**src/rtl/lock_pkg.sv**
```systemverilog
// lock_pkg: shared state encoding and width helper for the keypad lock.
package lock_pkg;
    typedef enum logic [1:0] {
        OPEN     = 2'b00,
        LOCKED   = 2'b01,
        UNLOCKED = 2'b10,
        LOCKOUT  = 2'b11
    } lock_state_t;

    // Bits needed to count 0..max_val, never less than one.
    function automatic int cnt_w(input int max_val);
        return (max_val < 1) ? 1 : $clog2(max_val + 1);
    endfunction
endpackage

```
**src/rtl/entry_buffer.sv**
```systemverilog
// entry_buffer: digit shift register (first digit most significant) with fill counter.
module entry_buffer import lock_pkg::*; #(
    parameter int DIGIT_W  = 4,
    parameter int CODE_LEN = 4
) (
    input  logic                          clk,
    input  logic                          rst_n,
    input  logic                          clr_i,
    input  logic                          enter_i,
    input  logic [DIGIT_W-1:0]            digit_i,
    output logic [cnt_w(CODE_LEN)-1:0]    index_o,
    output logic [DIGIT_W*CODE_LEN-1:0]   entry_o,
    output logic                          full_o
);
    localparam int IW = cnt_w(CODE_LEN);
    localparam int CW = DIGIT_W * CODE_LEN;

    logic [IW-1:0] index_q;
    logic [CW-1:0] entry_q;

    assign full_o  = index_q == IW'(CODE_LEN);
    assign index_o = index_q;
    assign entry_o = entry_q;

    always_ff @(posedge clk or negedge rst_n) begin
        if (!rst_n) begin
            index_q <= '0;
            entry_q <= '0;
        end else if (clr_i) begin
            index_q <= '0;
            entry_q <= '0;
        end else if (enter_i && !full_o) begin
            entry_q <= (entry_q << DIGIT_W) | CW'(digit_i);
            index_q <= index_q + 1'b1;
        end
    end
endmodule

```
**src/rtl/code_lock_core.sv**
```systemverilog
// code_lock_core: keypad lock FSM with stored user code, master code and timed lockout.
module code_lock_core import lock_pkg::*; #(
    parameter int                              DIGIT_W        = 4,
    parameter int                              CODE_LEN       = 4,
    parameter int                              MAX_FAILS      = 3,
    parameter int                              LOCKOUT_CYCLES = 1000,
    parameter logic [DIGIT_W*CODE_LEN-1:0]     MASTER_CODE    = '1
) (
    input  logic                               clk,
    input  logic                               master_rst_n,
    input  logic                               enter,
    input  logic [DIGIT_W-1:0]                 switch,
    input  logic                               clear,
    input  logic                               set_button,
    output logic [1:0]                         status,
    output logic [cnt_w(CODE_LEN)-1:0]         index,
    output logic [DIGIT_W*CODE_LEN-1:0]        entry,
    output logic                               is_set,
    output logic [cnt_w(MAX_FAILS)-1:0]        fail_count,
    output logic                               fail_pulse
);
    localparam int CW = DIGIT_W * CODE_LEN;
    localparam int FW = cnt_w(MAX_FAILS);
    localparam int TW = cnt_w(LOCKOUT_CYCLES);
    localparam logic [FW-1:0] FAIL_MAX = FW'(MAX_FAILS);
    localparam logic [TW-1:0] T_LOAD   = TW'(LOCKOUT_CYCLES);
    localparam logic [TW-1:0] T_LAST   = TW'(1);

    lock_state_t   state_q;
    logic [CW-1:0] code_q;
    logic [FW-1:0] fails_q;
    logic [TW-1:0] timer_q;
    logic          is_set_q, fail_pulse_q;
    logic          full, set_ok, buf_clr, enter_ok, match;

    // In UNLOCKED an empty buffer relocks with the old code; a full one replaces it.
    always_comb begin
        set_ok   = set_button && !clear &&
                   ((state_q == OPEN && full) ||
                    (state_q == UNLOCKED && (full || index == '0)));
        buf_clr  = clear || set_ok || state_q == LOCKOUT || (state_q == LOCKED && full);
        enter_ok = enter && !clear && !set_button;
        match    = entry == code_q || entry == MASTER_CODE;
    end

    entry_buffer #(.DIGIT_W(DIGIT_W), .CODE_LEN(CODE_LEN)) u_buf (
        .clk     (clk),
        .rst_n   (master_rst_n),
        .clr_i   (buf_clr),
        .enter_i (enter_ok),
        .digit_i (switch),
        .index_o (index),
        .entry_o (entry),
        .full_o  (full)
    );

    always_ff @(posedge clk or negedge master_rst_n) begin
        if (!master_rst_n) begin
            state_q      <= OPEN;
            code_q       <= '0;
            is_set_q     <= 1'b0;
            fails_q      <= '0;
            fail_pulse_q <= 1'b0;
            timer_q      <= '0;
        end else begin
            fail_pulse_q <= 1'b0;
            case (state_q)
                OPEN, UNLOCKED: if (set_ok) begin
                    if (full) begin
                        code_q   <= entry;
                        is_set_q <= 1'b1;
                    end
                    state_q <= LOCKED;
                end
                LOCKED: if (full) begin
                    if (match) begin
                        state_q <= UNLOCKED;
                        fails_q <= '0;
                    end else begin
                        fail_pulse_q <= 1'b1;
                        fails_q      <= fails_q + 1'b1;
                        if (fails_q + 1'b1 == FAIL_MAX) begin
                            state_q <= LOCKOUT;
                            timer_q <= T_LOAD;
                        end
                    end
                end
                LOCKOUT: if (timer_q == T_LAST) begin
                    state_q <= LOCKED;
                    fails_q <= '0;
                    timer_q <= '0;
                end else begin
                    timer_q <= timer_q - 1'b1;
                end
                default: state_q <= OPEN;
            endcase
        end
    end

    assign status     = state_q;
    assign is_set     = is_set_q;
    assign fail_count = fails_q;
    assign fail_pulse = fail_pulse_q;
endmodule

```
**config.mk**
```make
export PLATFORM = sky130hd
export DESIGN_NAME = code_lock_core
export DESIGN_NICKNAME = d
export VERILOG_FILES = /design/src/rtl/lock_pkg.sv /design/src/rtl/entry_buffer.sv /design/src/rtl/code_lock_core.sv
export SDC_FILE = /design/constraint.sdc
export NUM_CORES = 1
export LEC_CHECK = 0
export ABC_AREA = 1
export BUFFER_PORTS_ARGS = -buffer_cell sky130_fd_sc_hd__buf_2
export CORE_ASPECT_RATIO = 0.7
export CORE_MARGIN = 2
export CORE_UTILIZATION = 23
export DETAILED_ROUTE_END_ITERATION = 16
export GPL_ROUTABILITY_DRIVEN = 0
export PLACE_DENSITY = 0.48
export SETUP_SLACK_MARGIN = 0.02
export SLEW_MARGIN = 20
export SYNTH_ARGS = -nofsm -noshare
export SYNTH_HDL_FRONTEND = slang
export SYNTH_SLANG_ARGS = --single-unit
```
**constraint.sdc**
```tcl
create_clock -name clk -period 5.2 [get_ports clk]
set_clock_uncertainty 0.2 [all_clocks]
set_input_delay 1.3 -clock clk [delete_from_list [all_inputs] [get_ports clk]]
set_output_delay 1.3 -clock clk [all_outputs]
set_load 0.005 [all_outputs]
```
# Yosys cells after proc, flatten, opt, wreduce, memory -nomap -nowiden
# Index checks and enable logic that the tools add are counted.
classes:
  shifts: 0
  reduce_logical: 26
  div_mod_pow: 0
  eq_ne: 14
  order_cmp: 0
  addsub: 3
  bitwise_logic: 1
  multipliers: 0
  muxes: 22
op_table:
  columns: ["op", "n"]
  rows:
  - ["$mux W10", 4]
  - ["$mux W16", 2]
  - ["$pmux W10 S2", 1]
  - ["$eq A16 B16 Y1", 1]
  - ["$eq A16 B16 Y1 const B", 1]
  - ["$mux W2", 8]
  - ["$or A16 B4 Y16", 1]
  - ["$eq A10 B1 Y1 const B", 1]
  - ["$sub A10 B1 Y10 const B", 1]
  - ["$logic_and A1 B1 Y1", 8]
  - ["$reduce_and A4 Y1", 2]
  - ["$eq A2 B2 Y1 const B", 3]
  - ["$logic_or A1 B1 Y1", 6]
  - ["$mux W3", 2]
  - ["$ne A2 B2 Y1 const B", 3]
  - ["$pmux W2 S3", 1]
  - ["$reduce_and A3 Y1", 2]
  - ["$ne A2 B1 Y1 const B", 2]
  - ["$pmux W2 S2", 1]
  - ["$reduce_bool A2 Y1", 2]
  - ["$add A3 B1 Y3 const B", 1]
  - ["$eq A3 B3 Y1 const B", 1]
  - ["$logic_not A1 Y1", 3]
  - ["$logic_not A3 Y1", 1]
  - ["6 further kinds", 8]
totals:
  mem_bits_rw: 0
  latch_bits: 0
  input_bits: 9
  romBits: 0
  mem_count: 0
  ff_bits: 51
  elab_cells: 74
  output_inout_bits: 25

# Longest topological paths before layout
# Gate-level depths: netlist (run 1).
depth:
  word_depth: 9
  depth_mapped: 12
  mapped_depth_nobuf: 12

# Modules after synthesis
# From an unflattened synthesis (run 1), not the netlist that was laid out.
hier_totals:
  hier_cells: 400
  hier_area_um2: 2886.5
by_module_without_submodules:
  columns: ["mod", "instances", "seq_area_each_um2", "area_per_inst_um2", "cells_each"]
  rows:
  - ["code_lock_core", 1, 800.8, 2020.7, 304]
  - ["entry_buffer", 1, 475.5, 865.8, 96]

# Least setup slack after synthesis (run 1)
# No wires, ideal clock.
synth_timing:
  path_type: "in2reg"
  start: "input clear"
  end: "register u_buf.entry_q[0], in the netlist u_buf.entry_o[0]"
  setup_time_ns: 0.137
  n_path_buf: 1
  t_arrival_ns: 2.051
  path_slack_ns: 2.811
  required_ns: 4.863
  stages: 7
  path_cell_list: "inv_1 -> nand2_1 -> nor2_1 -> nand3_2 -> nand4_4 -> buf_2 -> a211oi_1"
synth_via:
  elab_chain_len: 7
  elab_cells_between_ends: 11
  classes_between: "1 x mux; 10 x reduce/logical"
synth_lines:
  columns: ["element", "line_no", "rtl"]
  rows:
  - ["start, declared", "code_lock_core.sv:13", "input logic clear,"]
  - ["$logic_not A1 Y1", "code_lock_core.sv:38, code_lock_core.sv:42", null]
  - ["$logic_and A1 B1 Y1 (2 in series)", "code_lock_core.sv:38", "set_ok = set_button && !clear &&"]
  - ["$logic_or A1 B1 Y1 (3 in series)", "code_lock_core.sv:41", "buf_clr = clear || set_ok || state_q == LOCKOUT || (state_q == LOCKED && full);"]
  - ["$mux W16 / $reduce_bool A2 Y1 (equally long branches)", null, null]
  - ["end signal, assigned", "entry_buffer.sv:33", "entry_q <= (entry_q << DIGIT_W) | CW'(digit_i);"]
  - ["end, declared", "entry_buffer.sv:19", "logic [CW-1:0] entry_q;"]
# Parallel ways exist; a longest one is shown, timed or not.
# A chain may end at the register's enable or synchronous reset.

# Worst setup path in the final report (run 1)
layout_timing:
  start: "input clear"
  end: "register code_q[15]"
layout_via:
  elab_chain_len: 4
layout_lines:
  columns: ["element", "line_no", "rtl"]
  rows:
  - ["$logic_not A1 Y1", "code_lock_core.sv:38", null]
  - ["$logic_and A1 B1 Y1 (2 in series)", "code_lock_core.sv:38", null]
  - ["$reduce_and A3 Y1 (no source line)", null, null]
  - ["end signal, assigned", "code_lock_core.sv:70", "code_q <= entry;"]
  - ["end, declared", "code_lock_core.sv:30", "logic [CW-1:0] code_q;"]
# No other way between the ends.

==> flow_summary.yaml, run 1 <==
logic_synthesis:
  yosysTopAreaCellShare_pct: 45.7
  yosysUniqueCellTypes: 24
  synth_enable_flop_cells: 0
  synth_fp_nets: 390
  synth_area_leaders: "dfrtp_1, nand2_1, inv_1"
  seq_area_frac_synth_pct: 45.7
  yosys.area.top_type: "dfrtp_1"
  async_reset_ff_share_pct: 100
  ys_ff_latch: 51
  synth_area_sq_um: 2800
  yosysWarnings: 0
  syn_inst: 376
  syn_avg_cell_area_sq_um: 7.43
  synth_flop_cell: "dfrtp_1"
critical_path:
  crit_path_max_fanout: 33
  arrival_ns: 2.59
  worstPathRequired_ns: 5.14
  cp-start-kind: "input port"
  timing_worst_setup_path_type: "in2reg"
  critPathCaptureType: "register"
drt:
  drt_iter0_drc: 131
  ant_nets: 0
  wl_um: 6630
  vias_per_cell: 4.15
  drcViolationCount: 0
  first_pass_iters: 4
  num_vias: 2356
  wl_per_cell_um: 11.7
final_layout:
  postLayoutCoreUtil_pct: 28.0
  area_delta_synth_final_pct: 17.7
  n_antenna_cell: 0
  finalNetCount: 424
  drive_gt1_share_pct: 17.3
global_route:
  overflow: 0
  grtUsageTotal_pct: 11.0
  antenna_found_initial: 0
  grt_pass1_wl_um: 11200
  grt_pass1_vias: 2253
  grt_start_max_net_pins: 52
timing:
  final.min_clock_period_ns: 2.65
  finalSetupViolations: 0
  slew_viol_final: 0
  hold_viol_final: 0
  worstMarginPinSlew_ns: 0.697
  achievable-frequency_mhz: 378
  rsz0062_at_grt: "no"
  relSlewSlack_pct: 53.5
  timing.final.crit_share_pct: 50.9
  setup_tns_ns: 0
clock_tree:
  cts_made_buffers: 5
  cts_max_level: 2
  clk_latency_ns: 0.29
  postCtsResizedCells: 0
  clock_sinks: 51
  hold_buffers: 0
  clkSlewWorstSetupHoldPaths_ns: 0.07
  cts_setup_buffers: 0
  tritoncts: "yes"
  root_buffer: "clkbuf_16"
  clock_path_buffers: 2
place:
  io_buffers: 33
  dp_hpwl_um: 4740
die:
  start_util_pct: 23.8
  core-area_sq_um: 11800
  rows: 33
  ios: 34
  die_h_um: 96.2
  die_width_um: 136
  dieArea_sq_um: 13100
min_path:
  holdCritPathClass: "reg2reg"
power_and_ir_drop:
  power_density_nw_per_um2: 250
  p_leak_nw: 1.74
  ir_drop_mv: 0.129
status:
  status: "finished, final reports clean"
flow_run:
  maxCapViolations: 0
## state kept, by name (all words and copies together) (netlist names)
signal / count
code_q: 16
fail_count: 2
fail_pulse: 1
is_set: 1
status: 2
timer_q: 10
u_buf.entry_o: 16
u_buf.index_o: 3
## layout by cell type (no fill, tap or decap), types with 3 or more instances in the layout
cell / n
nand2_1: 128
nor2_4: 3
nand2_4: 3
inv_1: 46
inv_2: 12
clkbuf_16: 5
nor2_1: 44
dfrtp_1: 51
xor2_1: 3
nand3_2: 3
nand3_1: 18
nor2_2: 3
o21ai_0: 21
a211oi_1: 17
buf_2: 33
ha_1: 5
o21bai_1: 3
## cell families after synthesis
kind of cell               count (synthesis)  share of synthesized area, %
AOI/OAI and AO/OA                         41                          9.13
xor gates and xnor gates                   3                         0.940
adders and majority gates                  5                          2.24
buffers and inverters                     65                          9.04
DFF                                       51                          45.7
and+or+nand+nor                          211                          33.0
## final timing paths
kind / start / endpoint / slack (ns) / cells past startpoint
min in group asynchronous: master_rst_n / timer_q[8] / 0.92 / 2
max: clear / code_q[15] / 2.55 / 7
max in group asynchronous: master_rst_n / u_buf.entry_o[9] / 3.41 / 2
min: is_set / is_set / 0.27 / 1
max reg2reg: u_buf.index_o[0] / u_buf.index_o[2] / 3.02 / 6
min reg2reg: is_set / is_set / 0.27 / 1
## area by class of cell
class | count | area [sq um]
tap | 157 | 196
sequential | 51 | 1280
clock inverter | 1 | 7.51
multi-input combinational | 260 | 1270
inverter | 58 | 218
clock buffer | 7 | 153
fill | 1280 | 8480
timing repair buffer | 34 | 173
## worst max-delay path, cell delays in order
cell     delay (ns)
buf_2          0.10
inv_1          0.11
nand2_1        0.07
nor2_1         0.11
nand3_2        0.15
nor2_4         0.56
o21ai_0        0.19
## metrics by stage
stage | power, W | setup slack (ns) | hold WS [ns] | std cells | area (sq um)
finish | 0.000821 | 2.55 | 0.270 | 568 | 3290
global route | 0.000861 | 2.36 | 0.295 | 568 | 3290
CTS | 0.000837 | 2.53 | 0.282 | 568 | 3290
detailed placement | 0.000474 | 2.21 | 0.266 | 560 | 3130
global placement | 0.000473 | 2.28 | 0.279 | 560 | 3130
floorplan | 0.000445 | 2.81 | 0.264 | 376 | 2800
## power breakdown
part	switching, W	total [W]	leakage [nW]	internal (W)
clock network	0.000152	0.000358	0.0761	0.000205
logic	0.0000313	0.0000485	1.04	0.0000172
registers	0.0000116	0.000415	0.617	0.000404
## metal layers
| metal | GRT usage (%) | vias up | wire length, um |
|---|---|---|---|
| li1 | - | 1231 | - |
| met1 | 15.4 | 1082 | 3660 |
| met2 | 16.8 | 35 | 2630 |
| met3 | 2.53 | 8 | 254 |
| met4 | 3.30 | 0 | 84 |
| met5 | 0 | - | 0 |
## cell usage after synthesis (all sizes together), types with 3 or more instances
| cell | count |
|---|---|
| nand3 | 21 |
| o21bai | 3 |
| xor2 | 3 |
| nor2 | 50 |
| ha | 5 |
| nand2 | 133 |
| a211oi | 17 |
| buf | 5 |
| dfrtp | 51 |
| o21ai | 21 |
| inv | 58 |
Note: power is estimated with default switching activity, not from simulation.
==> run 2: changes to the inputs <==
==> constraint.sdc (replaced) <==
create_clock -name clk -period 2.8 [get_ports clk]
set_clock_uncertainty 0.2 [all_clocks]
set_input_delay 0.7 -clock clk [delete_from_list [all_inputs] [get_ports clk]]
set_output_delay 0.7 -clock clk [all_outputs]
set_load 0.005 [all_outputs]
==> flow_summary.yaml, run 2 (synthesis results as in run 1) <==
clock_tree:
  clock_path_buffers: 2
  cts_setup_buffers: 0
  tritoncts: "yes"
  hold_buffers: 0
  clk_latency_ns: 0.29
  root_buffer: "clkbuf_16"
  postCtsResizedCells: 0
  cts_max_level: 2
  clkSlewWorstSetupHoldPaths_ns: 0.07
  clock_sinks: 51
  cts_made_buffers: 5
die:
  rows: 33
  die_width_um: 136
  ios: 34
  start_util_pct: 23.8
  dieArea_sq_um: 13100
  core-area_sq_um: 11800
  die_h_um: 96.2
timing:
  hold_ws_ns: 0.194
  timing.final.crit_share_pct: 70.2
  finalSetupViolations: 0
  worstMarginPinSlew_ns: 0.562
  worst_slack_ns: 0.834
  relSlewSlack_pct: 62.5
  rsz0062_at_grt: "no"
  achievable-frequency_mhz: 509
  final.min_clock_period_ns: 1.97
  hold_viol_final: 0
  slew_viol_final: 0
  setup_tns_ns: 0
critical_path:
  r2r-start: "u_buf.index_o[0]"
  timing_worst_setup_path_type: "reg2reg"
  slowest_stage: "dfrtp_1"
  path_buf_inv: 2
  cp-start-kind: "register"
  reg2reg_slack_ns: 0.83
  worstPathRequired_ns: 2.80
  reg2reg_depth: 6
  path_cells: "inv_1, ha_1, nand2_1, nand3_2, buf_12, a211oi_1"
  crit_path_max_fanout: 20
  rr_endpoint: "u_buf.entry_o[8]"
  cpPeakStageDelay_ns: 0.42
  critPathCaptureType: "register"
  arrival_ns: 1.96
  critPathTopFamily: "simple AND/OR/NAND/NOR gates"
final_layout:
  drive_gt1_share_pct: 17.4
  nFillCells: 1283
  ff_latch_area_sq_um: 1280
  fin_area_sq_um: 3360
  area_delta_synth_final_pct: 20.1
  fin_cells: 570
  final_common_cell: "nand2_1"
  n_antenna_cell: 0
  multi_input_area_sq_um: 1270
  finalNetCount: 426
  layout_common_cells: "nand2_1, dfrtp_1, inv_1"
place:
  placed_cells: 562
  placed_cell_area_sq_um: 3170
  dp_slack_ns: 0.623
  dp_hpwl_um: 4870
  io_buffers: 33
drt:
  drt_iter0_drc: 89
  drcViolationCount: 0
  wl_per_cell_um: 11.6
  first_pass_iters: 4
  ant_nets: 0
  num_vias: 2370
  wl_um: 6640
  vias_per_cell: 4.16
min_path:
  holdCritPathClass: "in2async"
power_and_ir_drop:
  power_density_nw_per_um2: 492
  ir_drop_mv: 0.232
  p_leak_nw: 1.77
global_route:
  grtUsageTotal_pct: 11.3
  grt_pass1_wl_um: 11400
  grt_start_max_net_pins: 34
  antenna_found_initial: 0
  grt_pass1_vias: 2224
  overflow: 0
status:
  status: "finished, final reports clean"
flow_run:
  maxCapViolations: 0
[run 2: cell count changes in the layout (fill, tap and decap cells not counted)]
| cell | change |
|---|---|
| buf_12 | +2 |
| bufinv_16 | +2 |
| clkbuf_8 | -2 |
| clkbuf_1 | +1 |
| clkinvlp_4 | -1 |
[run 2: cell type report]
type	count	area share [%]
well taps	157	5.85
clock inverters	2	1.79
clock buffers	6	3.84
flip-flops and latches	51	38.0
multi-input cells	260	37.7
inverters	58	6.48
repair buffers	36	6.33
[run 2: worst register-to-register path, cell delays in order, from the launching register on]
cell and delay (ns):
dfrtp_1 0.42, inv_1 0.06, ha_1 0.23, nand2_1 0.11
nand3_2 0.33, buf_12 0.30, a211oi_1 0.24
[run 2: stage by stage]
stage / utilization [%] / total power, W
finish: 28.5 / 0.00165
global route: 28.5 / 0.00173
CTS: 28.5 / 0.00168
detailed placement: 26.9 / 0.000884
global placement: 26.9 / 0.000884
floorplan: - / 0.000826
[run 2: layer usage]
metal	GRT usage, %	routed length, um
met5	0	0
met2	16.1	2640
met1	16.7	3620
met3	2.53	279
met4	3.39	91
[run 2: worst max path at each step]
stage / startpoint / end / slack (ns) / depth (start not counted)
CTS: u_buf.index_o[0] / u_buf.entry_o[8] / 0.76 / 6
global placement: clear / code_q[6] / 0.64 / 8
global route: u_buf.index_o[0] / u_buf.index_o[2] / 0.61 / 6
detailed placement: clear / code_q[3] / 0.62 / 8
finish: u_buf.index_o[0] / u_buf.entry_o[8] / 0.83 / 6
floorplan: clear / u_buf.entry_o[0] / 1.01 / 7
[run 2: power by group]
part           internal [W]  switching [W]   total, W
Clock              0.000513       0.000274   0.000787
Combinational     0.0000357      0.0000591  0.0000948
Sequential         0.000750      0.0000213   0.000771
